===== src/rtl/pattern_gen.sv =====
// Purpose: multi-mode test-pattern generator (count/square/lfsr/alternate/walk) feeding the capture self-test path.
// Latency: first sample is valid the cycle after start; one new sample per enabled RUN cycle thereafter.
// Backpressure: none; enable=0 pauses the run (state frozen, data_valid low), stop aborts to IDLE.
module pattern_gen #(
  parameter int                    DATA_WIDTH = 8,
  parameter int                    CNT_WIDTH  = 16,
  parameter logic [DATA_WIDTH-1:0] LFSR_TAPS  = 8'hB8,
  parameter logic [DATA_WIDTH-1:0] LFSR_SEED  = 8'hA5
) (
  input  logic                  clk,
  input  logic                  rst,
  input  logic                  start,
  input  logic                  stop,
  input  logic                  enable,
  input  logic [2:0]            mode,
  input  logic [DATA_WIDTH-1:0] step,
  input  logic [CNT_WIDTH-1:0]  period,
  input  logic [CNT_WIDTH-1:0]  duty,
  input  logic [CNT_WIDTH-1:0]  burst_len,
  output logic [DATA_WIDTH-1:0] test_data,
  output logic                  data_valid,
  output logic                  busy,
  output logic                  done
);

  localparam logic [2:0] MODE_COUNT  = 3'b000;
  localparam logic [2:0] MODE_SQUARE = 3'b001;
  localparam logic [2:0] MODE_LFSR   = 3'b010;
  localparam logic [2:0] MODE_ALT    = 3'b011;
  localparam logic [2:0] MODE_WALK1  = 3'b100;
  localparam logic [2:0] MODE_WALK0  = 3'b101;

  localparam logic [DATA_WIDTH-1:0] ONES    = {DATA_WIDTH{1'b1}};
  localparam logic [DATA_WIDTH-1:0] ONE_HOT = {{(DATA_WIDTH-1){1'b0}}, 1'b1};
  localparam logic [CNT_WIDTH-1:0]  CNT_ONE = {{(CNT_WIDTH-1){1'b0}}, 1'b1};
  localparam logic [CNT_WIDTH-1:0]  CNT_MAX = {CNT_WIDTH{1'b1}};

  // Alternating pattern ...1010 with the LSB clear, sized to DATA_WIDTH.
  function automatic logic [DATA_WIDTH-1:0] alt_pattern();
    logic [DATA_WIDTH-1:0] p;
    p = '0;
    for (int i = 0; i < DATA_WIDTH; i++) begin
      p[i] = i[0];
    end
    return p;
  endfunction

  localparam logic [DATA_WIDTH-1:0] ALT_A = alt_pattern();

  typedef enum logic {IDLE, RUN} state_t;

  state_t                state_q, state_d;

  // Configuration captured at start so the run is immune to input changes.
  logic [2:0]            mode_q;
  logic [DATA_WIDTH-1:0] step_q;
  logic [CNT_WIDTH-1:0]  period_q;     // already clamped to >= 1
  logic [CNT_WIDTH-1:0]  duty_q;
  logic [CNT_WIDTH-1:0]  burst_q;

  logic [DATA_WIDTH-1:0] data_q;
  logic                  data_valid_q;
  logic                  done_q;
  logic [CNT_WIDTH-1:0]  phase_q;
  logic [CNT_WIDTH-1:0]  sample_cnt_q; // samples emitted in this run

  logic                  load;         // IDLE -> RUN: latch config, emit sample 0
  logic                  advance;      // emit next sample
  logic                  finish;       // burst complete, pulse done
  logic                  last_emitted;

  logic [DATA_WIDTH-1:0] init_data;
  logic [DATA_WIDTH-1:0] next_data;
  logic [DATA_WIDTH-1:0] lfsr_shift;
  logic [CNT_WIDTH-1:0]  phase_next;
  logic [CNT_WIDTH-1:0]  sample_cnt_next;

  // Burst ends once the sample counter has reached the latched length;
  // continuous runs (length 0) never end on their own.
  assign last_emitted = (burst_q != '0) && (sample_cnt_q == burst_q);

  // State register.
  always_ff @(posedge clk) begin
    if (rst) begin
      state_q <= IDLE;
    end else begin
      state_q <= state_d;
    end
  end

  // Next-state and control strobes; stop has priority over burst completion.
  // Completion does not wait for enable: the last sample has already gone out.
  always_comb begin
    state_d = state_q;
    load    = 1'b0;
    advance = 1'b0;
    finish  = 1'b0;
    case (state_q)
      IDLE: begin
        if (start && !stop) begin
          state_d = RUN;
          load    = 1'b1;
        end
      end
      RUN: begin
        if (stop) begin
          state_d = IDLE;
        end else if (last_emitted) begin
          state_d = IDLE;
          finish  = 1'b1;
        end else if (enable) begin
          advance = 1'b1;
        end
      end
      default: state_d = IDLE;
    endcase
  end

  // First sample of a run, taken from the live inputs at the start edge.
  always_comb begin
    init_data = '0;
    case (mode)
      MODE_COUNT:  init_data = '0;
      MODE_SQUARE: init_data = (duty != '0) ? ONES : '0;
      MODE_LFSR:   init_data = LFSR_SEED;
      MODE_ALT:    init_data = ALT_A;
      MODE_WALK1:  init_data = ONE_HOT;
      MODE_WALK0:  init_data = ~ONE_HOT;
      default:     init_data = '0;
    endcase
  end

  assign lfsr_shift = {data_q[DATA_WIDTH-2:0], ^(data_q & LFSR_TAPS)};

  // Square-wave phase wraps at the clamped period.
  assign phase_next = (phase_q >= period_q - CNT_ONE) ? '0 : phase_q + CNT_ONE;

  // Sample counter saturates so long continuous runs never wrap into a false "done".
  assign sample_cnt_next = (sample_cnt_q == CNT_MAX) ? sample_cnt_q : sample_cnt_q + CNT_ONE;

  // Successor sample for the latched mode.
  always_comb begin
    next_data = '0;
    case (mode_q)
      MODE_COUNT:  next_data = data_q + step_q;
      MODE_SQUARE: next_data = (phase_next < duty_q) ? ONES : '0;
      MODE_LFSR:   next_data = (lfsr_shift == '0) ? LFSR_SEED : lfsr_shift;
      MODE_ALT:    next_data = ~data_q;
      MODE_WALK1,
      MODE_WALK0:  next_data = {data_q[DATA_WIDTH-2:0], data_q[DATA_WIDTH-1]};
      default:     next_data = '0;
    endcase
  end

  // Datapath, configuration and status registers.
  always_ff @(posedge clk) begin
    if (rst) begin
      mode_q       <= '0;
      step_q       <= '0;
      period_q     <= '0;
      duty_q       <= '0;
      burst_q      <= '0;
      data_q       <= '0;
      data_valid_q <= 1'b0;
      done_q       <= 1'b0;
      phase_q      <= '0;
      sample_cnt_q <= '0;
    end else begin
      data_valid_q <= load | advance;
      done_q       <= finish;
      if (load) begin
        mode_q       <= mode;
        step_q       <= step;
        period_q     <= (period == '0) ? CNT_ONE : period;
        duty_q       <= duty;
        burst_q      <= burst_len;
        data_q       <= init_data;
        phase_q      <= '0;
        sample_cnt_q <= CNT_ONE;
      end else if (advance) begin
        data_q       <= next_data;
        phase_q      <= phase_next;
        sample_cnt_q <= sample_cnt_next;
      end
    end
  end

  assign test_data  = data_q;
  assign data_valid = data_valid_q;
  assign done       = done_q;
  assign busy       = (state_q == RUN);

endmodule


===== config.mk =====
export PLATFORM = sky130hd
export DESIGN_NAME = pattern_gen
export DESIGN_NICKNAME = d
export VERILOG_FILES = /design/src/rtl/pattern_gen.sv
export SDC_FILE = /design/constraint.sdc
export NUM_CORES = 1
export LEC_CHECK = 0
export BUFFER_PORTS_ARGS = -buffer_cell sky130_fd_sc_hd__buf_2
export CORE_ASPECT_RATIO = 1.2
export CORE_MARGIN = 2
export CORE_UTILIZATION = 50
export CTS_CLUSTER_DIAMETER = 100
export DETAILED_ROUTE_END_ITERATION = 12
export PLACE_DENSITY = 0.82
export SLEW_MARGIN = 20
export SYNTH_ARGS = -nofsm -noshare
export SYNTH_HDL_FRONTEND = slang
export SYNTH_SLANG_ARGS = --single-unit

===== constraint.sdc =====
create_clock -name clk -period 14 [get_ports clk]
set_input_delay 1.4 -clock clk [delete_from_list [all_inputs] [get_ports clk]]
set_output_delay 1.4 -clock clk [all_outputs]
set_load 0.01 [all_outputs]

== Word-level counts from Yosys, hierarchy flattened ==
Cells that the tools add are included.

* Logic and storage cells: 72
* Input port bits: 64
* Flip-flop bits (word level): 102
* Output and inout port bits: 11

* Multiplexer cells: 22
* Magnitude comparators: 2
* Bitwise logic cells: 4
* Reduce and logical (&&, ||, !) cells: 15
* Eq/ne operators: 13
* Add/subtract/negate cells: 4

{| class="wikitable"
|+ Operators with widths
! cell !! count
|-
| $pmux 8 s5 || 2
|-
| $mux 8 || 5
|-
| $add 16x1->16 const B || 2
|-
| $mux 16 || 2
|-
| $reduce_bool 16->1 || 2
|-
| $eq 16x16->1 || 1
|-
| $eq 16x16->1 const B || 1
|-
| $ge 16x16->1 || 1
|-
| $logic_not 16->1 || 1
|-
| $lt 16x16->1 || 1
|-
| $sub 16x1->16 const B || 1
|-
| $eq 3x2->1 const B || 4
|-
| $eq 3x3->1 const B || 4
|-
| $mux 1 || 12
|-
| $add 8x8->8 || 1
|-
| $logic_not 8->1 || 1
|-
| $not 8->8 || 1
|-
| $reduce_xor 8->1 || 1
|-
| $eq 3x1->1 const B || 2
|-
| $reduce_and 2->1 || 2
|-
| $reduce_or 2->1 || 2
|-
| $logic_not 3->1 || 1
|-
| $reduce_or 3->1 || 1
|-
| $logic_and 1x1->1 || 2
|-
| other kinds (6) || 7
|}

== Longest topological paths before layout ==
Gate-level depths: netlist of the first run.

* Depth in word-level cells: 8
* Mapped depth: 22
* Mapped depth without buffers: 20

== Worst setup path before layout of the first run ==
OpenSTA, ideal clock, no wires.

* Path type: register to register
* From: register period_q[6]
* To: register data_q[4], in the netlist test_data[4]
* Path buffers: 2
* Period minus slack after synthesis: 4873 ps
* Required time: 13886 ps
* Setup time: 114 ps
* Data arrival time: 4758 ps
* Path slack: 9127 ps
* Stages on the path, launching flop included: 19
* Cells stage by stage: dfxtp_1 or4_1 or3_1 nor4_1 xnor2_1 ha_1 nand4_1 nor4_1 a311oi_1 nand2_1 clkbuf_1 buf_1 nor2_1 ha_1 a2111o_1 a41oi_1 o311a_1 nor3b_1 a2111oi_0

* Longest elaborated chain between the ends: 8

{| class="wikitable"
|+ RTL lines
! what !! line !! text
|-
| start: declaration || 57 || <nowiki>logic [CNT_WIDTH-1:0] period_q;</nowiki>
|-
| start signal: assignment || 174 || <nowiki>period_q <= (period == '0) ? CNT_ONE : period;</nowiki>
|-
| $sub 16x1->16 || 136 || <nowiki>assign phase_next = (phase_q >= period_q - CNT_ONE) ? '0 : phase_q + CNT_ONE;</nowiki>
|-
| $ge 16x16->1 || 136 ||
|-
| $mux 16 || 136 ||
|-
| via phase_next[15] || 75 || <nowiki>logic [CNT_WIDTH-1:0] phase_next;</nowiki>
|-
| $lt 16x16->1 || 146 || <nowiki>MODE_SQUARE: next_data = (phase_next < duty_q) ? ONES : '0;</nowiki>
|-
| $mux 8 || 146 ||
|-
| $pmux 8 s5 || 144 || <nowiki>case (mode_q)</nowiki>
|-
| $mux 8 || 180 || <nowiki>end else if (advance) begin</nowiki>
|-
| $mux 8 || 171 || <nowiki>if (load) begin</nowiki>
|-
| end signal: assignment || 177 || <nowiki>data_q <= init_data;</nowiki>
|-
| end signal: assignment || 181 || <nowiki>data_q <= next_data;</nowiki>
|-
| end: declaration || 61 || <nowiki>logic [DATA_WIDTH-1:0] data_q;</nowiki>
|}

The timed path passes the listed nets, and every way through them passes these cells. The select of a mux whose other input is x is not followed.
A chain may end at the register's enable or synchronous reset.

== Worst setup path in the final report of the first run ==
* From: register period_q[3]
* To: register data_q[4], in the netlist test_data[4]

Same word-level chain as after synthesis.

==> flow_summary_export.csv, run 1 <==
group,metric,value,unit
outcome,outcome,"complete, no violations",
yosys,async_reset_ff_share,0,%
cts,max-clock-path-buffers,2,
pwr,power_density,98.0,nW/µm²
cts,cts_root_buf,"clkbuf_16",
setup_path,path_max_fanout,28,
grt,grt_max_degree,59,
pwr,power_leakage,2.67,nW
worst_hold_path,hold_end,"duty_q[1]",
floorplan,dieArea,13000,µm²
timing,worstMarginPinSlew,0.866,ns
grt,first_global_vias,5331,
yosys,synth-compound-area-share,17.6,%
pwr,worst_ir_drop_vdd,77.8,µV
setup_path,crit_top_cell,"nor4_1",
grt,grt_pass1_wl,25.0,mm
final_layout,seqCellArea,2040,µm²
setup_path,crit_chain,"nor4_1 -> nand2_1 -> or3_1 -> nor4_1 -> xnor2_1 -> ha_1 -> nand4_1 -> nor4_1 -> a311oi_1 -> nand2_1 -> nor2_1 -> ha_1 -> a2111o_1 -> a41oi_1 -> o311a_1 -> nor3b_1 -> a2111oi_0",
worst_hold_path,min_path_type,"reg2reg",
setup_path,r2r-end,"test_data[4]",
grt,antenna_found_initial,0,
routing,wl,15.2,mm
yosys,synth_top_family_by_area,"simple AND/OR/NAND/NOR gates",
timing,slew_violations,0,
timing,max-slew-margin-rel,42.2,%
yosys,ys_types,57,
yosys,synth_mux_area_share,0.829,%
setup_path,r2r-start,"period_q[3]",
routing,met1_length,6.65,mm
grt,grt_overflow,0,
final_layout,multi_input_area,3750,µm²
floorplan,io_pins,75,
placed_design,dp_hpwl,10.8,mm
timing,min_period,5.31,ns
yosys,yosys.area_share.simple,25.2,%
placed_design,placed_area,6520,µm²
yosys,ys_seq_area_share,33.8,%
routing,drc_errors,0,
cts,clk_pin_slew,0.07,ns
floorplan,die_w,104,µm
setup_path,rrSetupSlack,8.69,ns
placed_design,place.gp.congestion,0.888,
cts,cts_tree,"done",
final_layout,post-route-util,56.8,%
setup_path,reg2reg_depth,17,
setup_path,end_kind,"flop",
timing,tns,0,ns
final_layout,synthToLayoutAreaGrowth,12.4,%
placed_design,io_buffers,74,
routing,wl_met3,747,µm
routing,drtPass1Iterations,5,
routing,num_vias,5711,
cts,h-tree-depth,3,
routing,wl_per_cell,15.2,µm
cts,worstSkewPairLatency,0.36,ns
setup_path,crit_arrival,5.55,ns
final_layout,finalNonFillerCells,1000,
setup_path,critPathTopFamily,"simple AND/OR/NAND/NOR gates",
cts,cts_setup_buffers,0,
yosys,syn-cell-area,6040,µm²
grt,track_usage,23.7,%
final_layout,drive_above_1_share,12.3,%
yosys,synth_xor_area_share,9.28,%
final_layout,fin_area,6790,µm²
timing,fmax,188,MHz
yosys,synth_fa_ha_area_share,9.03,%
final_layout,fillers,1156,
cts,ctsResizeCount,0,
yosys,synth.avg_cell_area,7.74,µm²
yosys,synth_fp_nets,887,
cts,ctsHoldBuffers,0,
final_layout,fin_nets,941,
yosys,ys.flop_type,"dfxtp_1",
floorplan,start_util,50.6,%
flow_run,maxCapViolations,0,
timing,setup_violations,0,
yosys,synth-edff-count,0,
worst_hold_path,hold_start,"duty_q[1]",
routing,met2RoutedLength,7.30,mm
timing,hold_viol,0,
timing,rsz0062_at_grt,"false",
setup_path,critPathRequiredTime,14.24,ns
routing,first_iter_violations,272,
setup_path,critPathMaxStageDelay,0.56,ns
routing,highest_layer,"met4",
setup_path,cpMaxStageDelayCell,"nand2_1",
routing,ant_nets,0,
floorplan,core,11900,µm²
routing,via_per_inst,5.71,
placed_design,dp.cells,984,
cts,cts_sinks,102,
setup_path,cp-start-kind,"flop",
floorplan,fp.dieH,124,µm
timing,post-route-period-util,37.9,%
yosys,yosysWarningCount,0,
setup_path,cp.buffers_inverters,0,
worst_hold_path,hold_depth,2,
timing,skew,0.00812,ns
final_layout,diodes,0,
setup_path,critical_path_class,"reg2reg",
cts,numCtsBuffers,9,
floorplan,rows,44,
yosys,synth_seq_cells,102,
yosys,synthCells,780,
==> sequential cells by signal, indices dropped and copies added (netlist names) <==
signal        count
burst_q          16
busy              1
data_valid        1
done              1
duty_q           16
mode_q            3
period_q         16
phase_q          16
sample_cnt_q     16
step_q            8
test_data         8
==> area by class of cell <==
type	count	area share (%)
clock buffer	10	3.37
clock inverter	6	0.663
inverter	31	1.71
multi-input combinational	611	55.2
sequential	102	30.1
tap	161	2.97
timing repair buffer	79	6.01
==> synth_stat cells (10+ instances only) <==
library cell / count / area share, %
nand4_1: 16 / 1.7
nor3_1: 24 / 2.0
nor2_1: 63 / 3.9
ha_1: 42 / 8.7
o21ai_0: 24 / 2.0
inv_1: 31 / 1.9
nand3_1: 15 / 1.2
a22o_1: 10 / 1.4
a21oi_1: 86 / 7.1
dfxtp_1: 102 / 34
nor4_1: 24 / 2.5
clkbuf_1: 31 / 1.9
xor2_1: 18 / 2.6
xnor2_1: 46 / 6.7
nand2_1: 138 / 8.6
==> cell usage in the layout (no fill, tap or decap), drive strengths merged, types with 3 or more instances in the layout <==
cell / instances
nand3: 15
o211ai: 3
nand2: 138
xor2: 18
and2: 3
nand2b: 5
a21o: 6
xnor2: 46
buf: 79
a22oi: 3
a21oi: 86
o21ai: 25
and3: 6
or3: 9
dfxtp: 102
clkinv: 4
nor4: 24
ha: 42
a22o: 10
clkbuf: 10
a211oi: 9
a221oi: 3
or4: 5
nand4: 16
nor3b: 5
nor3: 24
a31oi: 5
nor2: 63
mux2i: 5
inv: 33
==> worst max path at each step <==
stage	startpoint	endpoint	depth (start not counted)
3_5_place_dp	period_q[3]	test_data[4]	17
5_1_grt	period_q[3]	test_data[4]	18
2_1_floorplan	period_q[6]	test_data[4]	18
3_3_place_gp	period_q[3]	test_data[4]	17
6_report	period_q[3]	test_data[4]	17
4_1_cts	period_q[3]	test_data[4]	17
==> power by group <==
part           internal [W]  leakage (nW)  switching (W)  total [W]
clock network      0.000122         0.137       0.000116   0.000238
registers          0.000301         0.830      0.0000135   0.000314
logic             0.0000486          1.71      0.0000641   0.000113
total              0.000471          2.67       0.000194   0.000665
==> worst reg2reg max path: cells and delay by family, from the launching register on <==
kind,cells,cell delay [ns]
xor gates and xnor gates,1,0.16
and+or+nand+nor,9,2.43
DFF,1,0.37
AOI/OAI and AO/OA,5,1.70
adders and majority gates,2,0.53
==> routing by layer <==
metal	vias up	global-route usage, %
li1	2865	-
met1	2615	28.7
met2	190	40.4
met3	41	3.72
met4	0	12.1
met5	-	0
==> cell families (layout without fill, tap and decap cells) <==
| kind of cell | count (synthesis) | after routing |
|---|---|---|
| and+or+nand+nor | 326 | 326 |
| AOI/OAI and AO/OA | 173 | 173 |
| DFF | 102 | 102 |
| buffers and inverters | 67 | 126 |
| xor gates and xnor gates | 64 | 64 |
| adders and majority gates | 43 | 43 |
| muxes | 5 | 5 |
==> stage by stage <==
| step | setup WS (ns) | hold WS (ns) | total power (W) |
|---|---|---|---|
| global route | 8.09 | 0.483 | 0.000694 |
| detailed placement | 8.77 | 0.448 | 0.000432 |
| floorplan | 9.13 | 0.433 | 0.000397 |
| finish | 8.69 | 0.455 | 0.000665 |
| global placement | 8.92 | 0.443 | 0.000430 |
| CTS | 8.78 | 0.457 | 0.000667 |
Power figures use the tool's default switching activity.
==> inputs of run 2 (changes only) <==
--- a/config.mk
+++ b/config.mk
@@ -11,7 +11,7 @@
 export CORE_UTILIZATION = 50
 export CTS_CLUSTER_DIAMETER = 100
 export DETAILED_ROUTE_END_ITERATION = 12
-export PLACE_DENSITY = 0.82
+export PLACE_DENSITY = 0.85
 export SLEW_MARGIN = 20
 export SYNTH_ARGS = -nofsm -noshare
 export SYNTH_HDL_FRONTEND = slang
==> constraint.sdc (replaced) <==
create_clock -name clk -period 4.33 [get_ports clk]
set_input_delay 0.433 -clock clk [delete_from_list [all_inputs] [get_ports clk]]
set_output_delay 0.433 -clock clk [all_outputs]
set_load 0.01 [all_outputs]
==> flow_summary_export.csv, run 2 (same netlist as run 1, synthesis figures left out) <==
group,metric,value,unit
final_layout,drive_above_1_share,20.4,%
floorplan,dieArea,13000,µm²
routing,drc_errors,0,
floorplan,die_w,104,µm
pwr,power_density,309,nW/µm²
final_layout,finalNonFillerCells,1033,
grt,grt_max_degree,59,
placed_design,place.gp.congestion,0.910,
outcome,outcome,"complete, but fails checks",
worst_hold_path,min_path_type,"in2reg",
timing,worstMarginPinSlew,0.881,ns
routing,met2RoutedLength,8.54,mm
timing,setup_violations,8,
timing,rsz0062_at_grt,"true",
cts,clk_pin_slew,0.08,ns
timing,tns,-1.78,ns
floorplan,io_pins,75,
cts,numCtsBuffers,9,
placed_design,dp.cells,1007,
pwr,power_leakage,2.89,nW
setup_path,critical_path_class,"reg2reg",
final_layout,final_cell_mix,"nand2_1, dfxtp_1, a21oi_1",
timing,slew_violations,0,
setup_path,path_max_fanout,6,
outcome,violations,"negative setup slack",
routing,met1_length,6.64,mm
placed_design,placed_area,6740,µm²
final_layout,multi_input_area,4010,µm²
grt,grt_pass1_wl,26.6,mm
floorplan,rows,44,
routing,first_iter_violations,345,
grt,first_global_vias,5788,
setup_path,critPathRequiredTime,4.56,ns
grt,grt_overflow,0,
setup_path,end_kind,"flop",
setup_path,crit_arrival,4.81,ns
cts,h-tree-depth,3,
setup_path,reg2reg_depth,20,
timing,setup_ws,-0.259,ns
cts,max-clock-path-buffers,2,
placed_design,dp_hpwl,11.2,mm
timing,hold_viol,0,
floorplan,fp.dieH,124,µm
final_layout,fin_area,7350,µm²
routing,highest_layer,"met4",
routing,via_per_inst,5.79,
cts,worstSkewPairLatency,0.35,ns
worst_hold_path,hold_depth,3,
routing,num_vias,5984,
placed_design,io_buffers,74,
final_layout,fillers,1001,
final_layout,diodes,0,
floorplan,start_util,50.6,%
flow_run,maxCapViolations,0,
grt,track_usage,24.8,%
routing,wl_per_cell,16.2,µm
final_layout,fin_nets,974,
pwr,worst_ir_drop_vdd,164,µV
setup_path,cp-start-kind,"flop",
grt,antenna_found_initial,0,
timing,skew,0.0111,ns
routing,ant_nets,0,
floorplan,core,11900,µm²
final_layout,post-route-util,61.5,%
cts,cts_root_buf,"clkbuf_16",
final_layout,seqCellArea,2050,µm²
final_layout,synthToLayoutAreaGrowth,21.7,%
routing,wl,16.7,mm
timing,post-route-period-util,106,%
routing,drtPass1Iterations,5,
cts,cts_tree,"done",
cts,cts_sinks,102,
timing,min_period,4.59,ns
timing,fmax,218,MHz
timing,max-slew-margin-rel,41.2,%
routing,wl_met3,979,µm
final_layout,mostFrequentLayoutCell,"nand2_1",
run 2: cell count changes in the layout (fill, tap and decap cells not counted), sizes merged:
cell / previous run / this run
clkbuf: 10 / 12
clkinv: 4 / 0
buf: 79 / 112
bufinv: 0 / 1
inv: 33 / 32
clkinvlp: 0 / 2
run 2: through the flow:
step	hold slack, ns	power (W)	worst slack (ns)
after global placement	0.442	0.00141	-0.155
after global routing	0.325	0.00237	-0.459
after detailed placement	0.447	0.00142	-0.274
after floorplan	0.433	0.00130	-0.186
after CTS	0.312	0.00225	-0.186
final	0.314	0.00227	-0.259
run 2: path summary, 6_finish.rpt:
| path | from | to | slack [ns] |
|---|---|---|---|
| setup reg to reg | period_q[9] | test_data[7] | -0.26 |
| setup / recovery | period_q[9] | test_data[7] | -0.26 |
| hold reg to reg | duty_q[7] | duty_q[7] | 0.45 |
| hold / removal | burst_len[3] | burst_q[3] | 0.31 |
run 2: what timing repair did:
item	4_1_cts	5_1_grt
pin swaps	21	14
hold buffers	0	0
setup endpoints to repair	8	8
setup buffers	8	3
resized for setup	22	29
run 2: power breakdown:
part	switching, W	internal (W)	total (W)
Combinational	0.000237	0.000188	0.000425
Clock	0.000363	0.000467	0.000830
Sequential	0.0000442	0.000973	0.00102
run 2: cell type report:
| cell class | count | area share, % |
|---|---|---|
| multi-input combinational | 611 | 54.5 |
| inverter | 31 | 1.58 |
| tap | 161 | 2.74 |
| clock buffer | 12 | 3.35 |
| timing repair buffer | 112 | 9.23 |
| sequential | 102 | 27.8 |
| clock inverter | 4 | 0.732 |
run 2: layer usage:
metal  vias up  track usage (%)
met5         -                0
met4         0             11.0
met3        50             4.08
met2       236             43.9
met1      2770             29.3
li1       2928                -
run 2: critical path, cell delays in order (launching register included):
cell and delay, ns:
dfxtp_2 0.32, or4_4 0.54, or3_4 0.37, nor4_4 0.16, xnor2_1 0.16, ha_1 0.27
nand4_1 0.23, nor4_2 0.10, a311oi_2 0.41, nand2_2 0.15, buf_6 0.16, buf_6 0.12
nor2_1 0.10, ha_1 0.23, a211oi_2 0.07, o21ai_2 0.14, a41oi_2 0.15, o311a_4 0.19
buf_6 0.13, nor4bb_4 0.35, a211oi_2 0.11
==> inputs of run 3 (changes only) <==
--- a/config.mk
+++ b/config.mk
@@ -11,7 +11,9 @@
 export CORE_UTILIZATION = 50
 export CTS_CLUSTER_DIAMETER = 100
 export DETAILED_ROUTE_END_ITERATION = 12
+export MAX_ROUTING_LAYER = met4
 export PLACE_DENSITY = 0.85
+export SKIP_CTS_REPAIR_TIMING = 1
 export SLEW_MARGIN = 20
 export SYNTH_ARGS = -nofsm -noshare
 export SYNTH_HDL_FRONTEND = slang
==> flow_summary_export.csv, run 3 (same netlist as run 1, synthesis figures left out) <==
group,metric,value,unit
routing,drc_errors,0,
setup_path,critPathRequiredTime,4.58,ns
routing,via_per_inst,5.88,
worst_hold_path,hold_depth,2,
grt,grt_pass1_wl,25.2,mm
cts,clk_pin_slew,0.07,ns
setup_path,path_max_fanout,7,
floorplan,start_util,50.6,%
setup_path,crit_arrival,4.81,ns
cts,max-clock-path-buffers,2,
timing,worstMarginPinSlew,0.924,ns
final_layout,final_cell_mix,"nand2_1, dfxtp_1, a21oi_1",
routing,drtPass1Iterations,5,
final_layout,fillers,1007,
timing,tns,-1.34,ns
floorplan,fp.dieH,124,µm
placed_design,place.gp.congestion,0.926,
worst_hold_path,hold_end,"period_q[14]",
timing,hold_viol,0,
timing,rsz0062_at_grt,"true",
placed_design,dp_hpwl,11.2,mm
final_layout,diodes,0,
timing,fmax,219,MHz
timing,post-route-period-util,105,%
cts,cts_sinks,102,
setup_path,critical_path_class,"reg2reg",
cts,cts_tree,"done",
flow_run,maxCapViolations,0,
grt,first_global_vias,5460,
worst_hold_path,hold_start,"period[14]",
final_layout,mostFrequentLayoutCell,"nand2_1",
pwr,power_leakage,2.87,nW
outcome,violations,"negative setup slack",
cts,worstSkewPairLatency,0.35,ns
grt,antenna_found_initial,0,
routing,wl_per_cell,15.9,µm
floorplan,dieArea,13000,µm²
final_layout,fin_nets,972,
floorplan,io_pins,75,
routing,num_vias,6049,
timing,timing.hold.ws,0.313,ns
setup_path,r2r-end,"test_data[4]",
grt,grt_overflow,0,
floorplan,die_w,104,µm
final_layout,post-route-util,61.7,%
routing,wl,16.4,mm
setup_path,cp-start-kind,"flop",
cts,cts_root_buf,"clkbuf_16",
outcome,outcome,"complete, but fails checks",
cts,numCtsBuffers,9,
timing,min_period,4.56,ns
timing,skew,0.00618,ns
timing,setup_ws,-0.230,ns
floorplan,core,11900,µm²
final_layout,synthToLayoutAreaGrowth,22.0,%
placed_design,post-place-ws,-0.344,ns
floorplan,rows,44,
setup_path,crit_start,"period_q[9]",
timing,max-slew-margin-rel,37.9,%
worst_hold_path,min_path_type,"in2reg",
routing,first_iter_violations,476,
cts,h-tree-depth,3,
timing,setup_violations,8,
placed_design,io_buffers,74,
setup_path,rrSetupSlack,-0.23,ns
setup_path,r2r-start,"period_q[9]",
pwr,power_density,298,nW/µm²
setup_path,end_kind,"flop",
grt,track_usage,24.1,%
timing,slew_violations,0,
setup_path,reg2reg_depth,17,
pwr,worst_ir_drop_vdd,211,µV
final_layout,drive_above_1_share,20.9,%
routing,ant_nets,0,
grt,grt_max_degree,59,
run 3: changes by cell type in the layout (fill, tap and decap cells not counted), moves of 2 or more:
cell / previous run / this run
ha_4: 3 / 6
nor2_4: 1 / 4
buf_4: 32 / 30
ha_1: 37 / 35
nor2_2: 7 / 5
nor3_2: 1 / 3
run 3: worst max path at each step:
stage	slack, ns	end	cells after the start
floorplan	-0.19	test_data[4]	18
global placement	-0.16	test_data[4]	18
detailed placement	-0.34	test_data[4]	19
CTS	-0.39	test_data[4]	19
global route	-0.41	test_data[4]	18
finish	-0.23	test_data[4]	17
run 3: through the flow:
| stage | total power, W | instance area [µm²] | cells |
|---|---|---|---|
| after floorplan | 0.00130 | 6110 | 780 |
| after global placement | 0.00141 | 6750 | 1008 |
| after detailed placement | 0.00142 | 6750 | 1008 |
| after CTS | 0.00216 | 7020 | 1022 |
| after global routing | 0.00229 | 7370 | 1029 |
| final | 0.00219 | 7370 | 1029 |
run 3: per-layer routing:
metal  up-vias  track usage [%]  wire length, µm
met2       257             40.6             8130
met4         0             10.3              673
li1       2924                -                -
met3        61             3.82             1030
met5         -                -                0
met1      2807             28.3             6580
run 3: area by class of cell:
cell class	count	area, µm²	area share, %
Clock buffer	10	229	3.11
Clock inverter	4	33.8	0.459
Inverter	31	116	1.58
Multi-Input combinational cell	611	4080	55.4
Sequential cell	102	2050	27.8
Tap cell	161	201	2.73
Timing Repair Buffer	110	659	8.95
run 3: report_power, final:
| group | switching (W) | internal [W] | leakage, nW |
|---|---|---|---|
| Combinational | 0.000240 | 0.000191 | 1.91 |
| Sequential | 0.0000426 | 0.000973 | 0.832 |
| Clock | 0.000357 | 0.000389 | 0.125 |
| Total | 0.000639 | 0.00155 | 2.87 |
run 3: critical path, stage by stage, from the launching register on:
cell and delay [ns]:
dfxtp_2 0.32, or4_4 0.54, or3_4 0.37, nor4_4 0.16, xnor2_1 0.15, ha_1 0.26, nand4_1 0.27, nor3_2 0.10
a311oi_2 0.35, nand2_2 0.14, buf_6 0.16, nor2_4 0.11, ha_4 0.22, a2111o_1 0.36, a41oi_2 0.26, o311a_4 0.32
nor3b_4 0.07, a2111oi_2 0.30
